===== src/rtl/coin_conditioner.sv =====
// Coin sensor conditioner: synchronizes two raw coin sensors, debounces each
// channel, and issues accept/reject pulses plus per-channel jam status.
module coin_conditioner #(
    parameter int DEBOUNCE_CYCLES = 4,
    parameter int JAM_CYCLES      = 1000
) (
    input  logic       CLK,
    input  logic       RESET,
    input  logic       COIN0_RAW,
    input  logic       COIN1_RAW,
    input  logic       ENABLE,
    output logic       M0,
    output logic       M1,
    output logic       REJ,
    output logic [1:0] JAM
);

    typedef enum logic [2:0] {
        ST_IDLE = 3'd0,
        ST_ARM  = 3'd1,
        ST_HELD = 3'd2,
        ST_REL  = 3'd3,
        ST_JAM  = 3'd4
    } state_t;

    localparam logic [15:0] DEB_LAST = 16'(DEBOUNCE_CYCLES - 1);
    localparam logic [15:0] JAM_LAST = 16'(JAM_CYCLES - 1);

    logic [1:0] raw_s;
    logic [1:0] sync1_r;
    logic [1:0] sync2_r;
    logic [1:0] qual_s;
    logic [1:0] jam_s;
    logic [1:0] acc_r;
    logic [1:0] rej_r;

    assign raw_s = {COIN1_RAW, COIN0_RAW};

    // Two-flop synchronizer for both asynchronous sensors
    always_ff @(posedge CLK) begin
        if (RESET) begin
            sync1_r <= 2'b00;
            sync2_r <= 2'b00;
        end else begin
            sync1_r <= raw_s;
            sync2_r <= sync1_r;
        end
    end

    for (genvar n = 0; n < 2; n++) begin : g_ch
        state_t      state_r;
        state_t      state_nxt_s;
        logic [15:0] cnt_r;
        logic [15:0] cnt_nxt_s;
        logic        s_s;
        logic        chan_qual_s;
        logic        chan_jam_s;

        assign s_s = sync2_r[n];

        // Channel state and counter register
        always_ff @(posedge CLK) begin
            if (RESET) begin
                state_r <= ST_IDLE;
                cnt_r   <= 16'd0;
            end else begin
                state_r <= state_nxt_s;
                cnt_r   <= cnt_nxt_s;
            end
        end

        // Debounce / hold / release / jam transitions
        always_comb begin
            state_nxt_s = state_r;
            cnt_nxt_s   = cnt_r;
            case (state_r)
                ST_IDLE: begin
                    if (s_s) begin
                        state_nxt_s = ST_ARM;
                        cnt_nxt_s   = 16'd1;
                    end else begin
                        state_nxt_s = ST_IDLE;
                    end
                end
                ST_ARM: begin
                    if (!s_s) begin
                        state_nxt_s = ST_IDLE;
                        cnt_nxt_s   = 16'd0;
                    end else if (cnt_r == DEB_LAST) begin
                        state_nxt_s = ST_HELD;
                        cnt_nxt_s   = 16'd0;
                    end else begin
                        cnt_nxt_s   = cnt_r + 16'd1;
                    end
                end
                ST_HELD: begin
                    if (!s_s) begin
                        state_nxt_s = ST_REL;
                        cnt_nxt_s   = 16'd1;
                    end else if (cnt_r == JAM_LAST) begin
                        state_nxt_s = ST_JAM;
                        cnt_nxt_s   = 16'd0;
                    end else begin
                        cnt_nxt_s   = cnt_r + 16'd1;
                    end
                end
                ST_JAM: begin
                    if (!s_s) begin
                        state_nxt_s = ST_REL;
                        cnt_nxt_s   = 16'd1;
                    end else begin
                        state_nxt_s = ST_JAM;
                    end
                end
                ST_REL: begin
                    // A coin bouncing back high resumes holding without a new pulse
                    if (s_s) begin
                        state_nxt_s = ST_HELD;
                        cnt_nxt_s   = 16'd0;
                    end else if (cnt_r == DEB_LAST) begin
                        state_nxt_s = ST_IDLE;
                        cnt_nxt_s   = 16'd0;
                    end else begin
                        cnt_nxt_s   = cnt_r + 16'd1;
                    end
                end
                default: begin
                    state_nxt_s = ST_IDLE;
                    cnt_nxt_s   = 16'd0;
                end
            endcase
        end

        // Qualify event and jam status decode
        always_comb begin
            chan_qual_s = 1'b0;
            chan_jam_s  = 1'b0;
            case (state_r)
                ST_ARM: begin
                    if (s_s && (cnt_r == DEB_LAST)) begin
                        chan_qual_s = 1'b1;
                    end else begin
                        chan_qual_s = 1'b0;
                    end
                end
                ST_JAM:  chan_jam_s = 1'b1;
                default: chan_jam_s = 1'b0;
            endcase
        end

        assign qual_s[n] = chan_qual_s;
        assign jam_s[n]  = chan_jam_s;
    end

    // ENABLE is captured only in the qualify cycle, then pulses are re-registered
    always_ff @(posedge CLK) begin
        if (RESET) begin
            acc_r <= 2'b00;
            rej_r <= 2'b00;
            M0    <= 1'b0;
            M1    <= 1'b0;
            REJ   <= 1'b0;
        end else begin
            acc_r <= qual_s & {2{ENABLE}};
            rej_r <= qual_s & {2{~ENABLE}};
            M0    <= acc_r[0];
            M1    <= acc_r[1];
            REJ   <= |rej_r;
        end
    end

    assign JAM = jam_s;

endmodule


===== config.mk =====
export PLATFORM = sky130hd
export DESIGN_NAME = coin_conditioner
export DESIGN_NICKNAME = d
export VERILOG_FILES = /design/src/rtl/coin_conditioner.sv
export SDC_FILE = /design/constraint.sdc
export NUM_CORES = 1
export LEC_CHECK = 0
export BUFFER_PORTS_ARGS = -buffer_cell sky130_fd_sc_hd__buf_2
export CAP_MARGIN = 20
export CORE_ASPECT_RATIO = 1.1
export CORE_MARGIN = 2
export CORE_UTILIZATION = 35
export CTS_BUF_LIST = sky130_fd_sc_hd__clkbuf_16
export DETAILED_ROUTE_END_ITERATION = 12
export GPL_ROUTABILITY_DRIVEN = 0
export PLACE_DENSITY_LB_ADDON = 0.3
export SETUP_SLACK_MARGIN = 0.5
export SYNTH_ARGS = -nofsm -noshare
export SYNTH_HDL_FRONTEND = slang
export SYNTH_SLANG_ARGS = --single-unit

===== constraint.sdc =====
create_clock -name CLK -period 1.95 [get_ports CLK]
set_clock_uncertainty 0.1 [all_clocks]
set_input_delay 0.0975 -clock CLK [delete_from_list [all_inputs] [get_ports CLK]]
set_output_delay 0.0975 -clock CLK [all_outputs]
set_load 0.02 [all_outputs]

Word-level counts from Yosys, hierarchy flattened
Index checks and enable logic that the tools add are counted.
{"block": "classes", "multipliers": 0, "shifts": 0, "n_div": 0, "n_mux": 40, "magnitude_cmp": 0, "n_eq_ne": 22, "n_reduce_logical": 9, "addsub": 2, "bitwise_logic": 3}
{"op": "2-to-1 mux 16 bit", "count": 14}
{"op": "case mux 16 bit (5 select lines)", "count": 2}
{"op": "2-to-1 mux 3 bit", "count": 14}
{"op": "adder 16 x 1 -> 16 bit (second input constant)", "count": 2}
{"op": "== test 16 x 10 -> 1 bit (second input constant)", "count": 2}
{"op": "== test 16 x 2 -> 1 bit (second input constant)", "count": 2}
{"op": "case mux 3 bit (5 select lines)", "count": 2}
{"op": "inequality test 3 bit (second input constant)", "count": 6}
{"op": "== test 3 x 2 -> 1 bit (second input constant)", "count": 4}
{"op": "2-to-1 mux 1 bit", "count": 8}
{"op": "inequality test 2 bit (second input constant)", "count": 4}
{"op": "== test 3 x 1 -> 1 bit (second input constant)", "count": 2}
{"op": "== test 3 bit (second input constant)", "count": 2}
{"op": "logical NOT 3 bit", "count": 2}
{"op": "AND reduction 3 bit", "count": 2}
{"op": "AND 2 bit", "count": 2}
{"op": "AND reduction 2 bit", "count": 2}
{"op": "logical AND 1 bit", "count": 2}
{"op": "OR reduction 2 bit", "count": 1}
{"op": "inverter 1 bit", "count": 1}
{"block": "totals", "elab_cells": 87, "input_bits": 5, "reg_bits": 49, "out_inout_bits": 5, "latchBits": 0, "ram_bits": 0, "n_memories": 0, "mem_bits_ro": 0}

Logic depth before layout (Yosys ltp)
{"block": "logic_depth", "ltp_word": 5, "ltp_mapped": 7, "ltp_nobuf": 6}

Worst setup path before layout
Ideal clock, no wire load.
{"block": "synth_path", "kind": "register -> register", "from": "register g_ch[0].cnt_r[0]", "to": "register g_ch[0].cnt_r[8]", "path_stages_with_launch": 8, "arrival_time_ns": 1.718, "path_slack_ns": 0.004, "setup_ns": 0.127, "t_required_ns": 1.723, "period_less_slack_ns": 1.946, "path_buffers": 1, "path_cell_list": "dfxtp_1 -> ha_1 -> nor4b_2 -> nand4_2 -> a32o_1 -> buf_6 -> a21oi_4 -> o22ai_2"}
{"block": "synth_between", "elab_chain_len": 4, "elab_cells_between_ends": 9, "classes_between": "add/sub: 1; eq/ne: 2; mux: 6"}
{"element": "from (decl)", "line_no": "53", "text": "logic [15:0] cnt_r;"}
{"element": "from (signal assigned)", "line_no": "68", "text": "cnt_r <= cnt_nxt_s;"}
{"element": "adder 16 x 1 -> 16 bit, or another cell as far along", "line_no": "93, 104, 124"}
{"element": "2-to-1 mux 16 bit, on equally long branches", "line_no": "89, 120, 100"}
{"element": "2-to-1 mux 16 bit, on equally long branches", "line_no": "117, 86, 97"}
{"element": "case mux 16 bit (5 select lines) (*)", "line_no": "76", "text": "case (state_r)"}
Every way passes the cells marked *; elsewhere a longest branch is shown, timed or not.
A chain may end at the register's enable or synchronous reset.

Worst setup path in the final report
{"block": "layout_path", "from": "register g_ch[0].cnt_r[10]", "to": "register g_ch[0].cnt_r[7]"}
{"block": "layout_between", "elab_chain_len": 4, "elab_cells_between_ends": 8, "classes_between": "eq/ne: 2; mux: 6"}
{"element": "== test 16 x 2 -> 1 bit or == test 16 x 10 -> 1 bit (tied branches)", "line_no": "89, 120, 100"}
{"element": "2-to-1 mux 16 bit, on equally long branches", "line_no": "89, 120, 100"}
{"element": "2-to-1 mux 16 bit, on equally long branches", "line_no": "117, 86, 97"}
{"element": "case mux 16 bit (5 select lines) (*)", "line_no": "76"}
Marks and branches as above.

==> results.py <==
metrics = {
    "clock_network": {
        "cts_made_buffers": 5,
        "clk_latency_ns": 0.29,
        "cts_sinks": 49,
        "clockBufferDepth": 2,
        "cts_tree": "yes",
        "htree_levels": 2,
        "path_clk_slew_ns": 0.07,
        "cts.root.buffer_cell": "clkbuf_16",
    },
    "setup_path": {
        "worstSetupPathType": "register to register",
        "crit_path_start": "g_ch[0].cnt_r[10]",
        "worstReg2RegStart": "g_ch[0].cnt_r[10]",
        "endpoint_kind": "register",
        "path_max_fanout": 4,
        "cp-start-kind": "register",
        "required_ns": 2.03,
        "cp.arrival_ns": 1.82,
    },
    "detailed_routing": {
        "drt_iter0_drc": 70,
        "dr.pass1.iters": 5,
        "routed-via-count": 2278,
        "route.detailed.drc": 0,
        "ant_nets": 0,
        "wl_per_cell_um": 14.6,
        "wl_um": 6210,
        "vias_per_cell": 5.35,
    },
    "global_route": {
        "overflow": 0,
        "grt_max_degree": 18,
        "grt_pass1_vias": 2274,
        "track_usage": 0.163,
        "antenna_found_initial": 0,
        "grt_pass1_wl_um": 10500,
    },
    "yosys": {
        "yosysUniqueCellTypes": 55,
        "ys_ff_latch": 49,
        "synth_area_leader_cell": "dfxtp_1",
        "synth_warnings": 0,
        "synth-main-ff-cell": "dfxtp_1",
        "synth-edff-count": 0,
        "syn_area_um2": 2520,
        "synthesis.nets": 301,
        "synthTopCellsByArea": "dfxtp_1 39%, xnor2_1 5.9%, nor2_1 5.7%",
        "postSynthCellCount": 294,
        "avgSynthCellArea_um2": 8.57,
        "synthArstFlopShare": 0,
        "yosysSeqAreaShare": 0.389,
        "netlist.area_leader.share": 0.389,
    },
    "pwr": {
        "p_per_area_nw_per_um2": 607,
        "seq_power_share": 0.482,
        "pwr-share-comb": 0.066,
        "clkPwrFrac": 0.452,
        "ir_drop_mv": 0.494,
        "switchingPower_mw": 0.489,
        "switching_share": 0.232,
        "power_mw": 2.11,
        "leakage_nw": 1.20,
        "intPower_mw": 1.62,
    },
    "layout": {
        "area_growth_pct": 37.9,
        "final_cell_mix": "33 x buf_4, 28 x nor2_1, 21 x dfxtp_1, 21 x nand2_1, 21 x dfxtp_2",
        "antennaDiodeCount": 0,
        "seq_area_um2": 1030,
        "drive_gt1_frac": 0.408,
        "fillers": 649,
        "final_common_cell": "buf_4",
        "multi_input_comb_area_um2": 1720,
        "fin_nets": 347,
    },
    "die": {
        "die_y_um": 93.0,
        "fp.dieW_um": 84.9,
        "start_util": 0.359,
        "dieArea_um2": 7890,
        "ioPinCount": 10,
        "rows": 32,
        "coreArea_um2": 7010,
    },
    "sta": {
        "slew_viol_final": 0,
        "rsz0062_at_grt": "true",
        "worst_pin_slew_ns": 0.440,
        "whs_ns": 0.337,
        "slew_headroom": 0.704,
        "hold_viol": 0,
        "setup_viol": 0,
        "tns_ns": 0,
        "period_share": 0.892,
        "min_period_ns": 1.74,
        "fmax_ghz": 0.575,
    },
    "status": {
        "status": "finished, final reports clean",
    },
    "flow_run": {
        "drv_cap": 0,
    },
    "placement": {
        "place_hpwl_um": 3870,
        "place.port_buffers": 9,
    },
    "hold_path": {
        "hp-class": "register to register",
        "min_from": "acc_r[0]",
    },
}
-- power by group through the flow --
stage / logic, mW / clock network, mW / registers, mW
after floorplan: 0.0743 / 0 / 1.04
after global placement: 0.0989 / 0 / 1.05
after detailed placement: 0.100 / 0 / 1.05
after CTS: 0.129 / 0.975 / 1.01
after global routing: 0.150 / 1.02 / 1.02
final: 0.140 / 0.953 / 1.02
-- registers in the layout, indices dropped and copies added (netlist names) --
register / cells
rej_r: 2
g_ch.state_r: 6
g_ch.cnt_r: 32
REJ: 1
acc_r: 2
M0: 1
M1: 1
sync1_r: 2
sync2_r: 2
-- kinds of logic after synthesis --
logic type      after synthesis  synth area share
fa+ha+maj                     2           0.00993
simple gates                140             0.307
mux                           2           0.00795
xor+xnor                     27            0.0939
flops                        49             0.389
buf+inv                      25            0.0561
compound gates               49             0.136
-- layout make-up --
type                       instances  area share
tap                               85      0.0306
sequential                        49       0.298
timing repair buffer              52       0.117
inverter                          10      0.0108
clock inverter                     2     0.00396
multi-input combinational        222       0.497
clock buffer                       6      0.0432
-- final timing paths --
check | endpoint | slack, ns | depth (start not counted)
min | M0 | 0.34 | 1
max reg2reg | g_ch[0].cnt_r[7] | 0.21 | 6
min reg2reg | M0 | 0.34 | 1
max | g_ch[0].cnt_r[7] | 0.21 | 6
-- synthesized netlist by cell type, drive strengths merged, types with 2 or more instances --
| cell | n |
|---|---|
| xor2 | 10 |
| a22oi | 2 |
| nor3b | 2 |
| nor2 | 39 |
| nand2b | 3 |
| and3 | 4 |
| a21oi | 12 |
| and4 | 2 |
| inv | 10 |
| ha | 2 |
| dfxtp | 49 |
| or2 | 3 |
| o31a | 2 |
| buf | 10 |
| nand3 | 8 |
| nor4 | 18 |
| nor2b | 10 |
| o21ai | 11 |
| nor4b | 4 |
| o211ai | 3 |
| o2111ai | 2 |
| nand2 | 21 |
| xnor2 | 17 |
| o22ai | 2 |
| a31oi | 3 |
| nand4 | 11 |
| a32o | 3 |
| o21a | 4 |
| nor3 | 8 |
| mux2i | 2 |
| and2 | 3 |
| clkbuf | 5 |
-- routing by layer --
| layer | wire (um) | part of all wire | track usage | vias to the layer above |
|---|---|---|---|---|
| li1 | - | - | - | 1138 |
| met1 | 2800 | 0.45 | 0.194 | 1106 |
| met2 | 3170 | 0.51 | 0.281 | 28 |
| met3 | 139 | 0.022 | 0.0335 | 6 |
| met4 | 97 | 0.016 | 0.0767 | 0 |
| met5 | 0 | 0 | 0 | - |
-- worst max-delay path, cell delays in order (launching register included) --
cell and delay [ns]:
dfxtp_2 0.35, nor4_4 0.33, nand4_1 0.18, buf_4 0.18, a32o_2 0.25, a31oi_1 0.17
o22ai_1 0.08
-- repair_timing --
action                                  in CTS  in global routing
pin swaps                                   23                 25
setup buffers                               15                  0
hold buffers                                 4                  0
endpoints found under the setup margin      42                 44
gates resized for setup                     48                 31
endpoints found under the hold margin        6                  0
gates cloned                                 2                  0
-- metrics by stage --
| stage | worst slack [ns] | instance area (um^2) | cells | utilization |
|---|---|---|---|---|
| floorplan | 0.175 | 2610 | 294 | - |
| global placement | 0.108 | 2840 | 397 | 0.405 |
| detailed placement | 0.0383 | 2840 | 397 | 0.405 |
| CTS | 0.203 | 3350 | 426 | 0.479 |
| global route | 0.106 | 3470 | 426 | 0.496 |
| finish | 0.211 | 3470 | 426 | 0.496 |
Power figures use the tool's default switching activity.
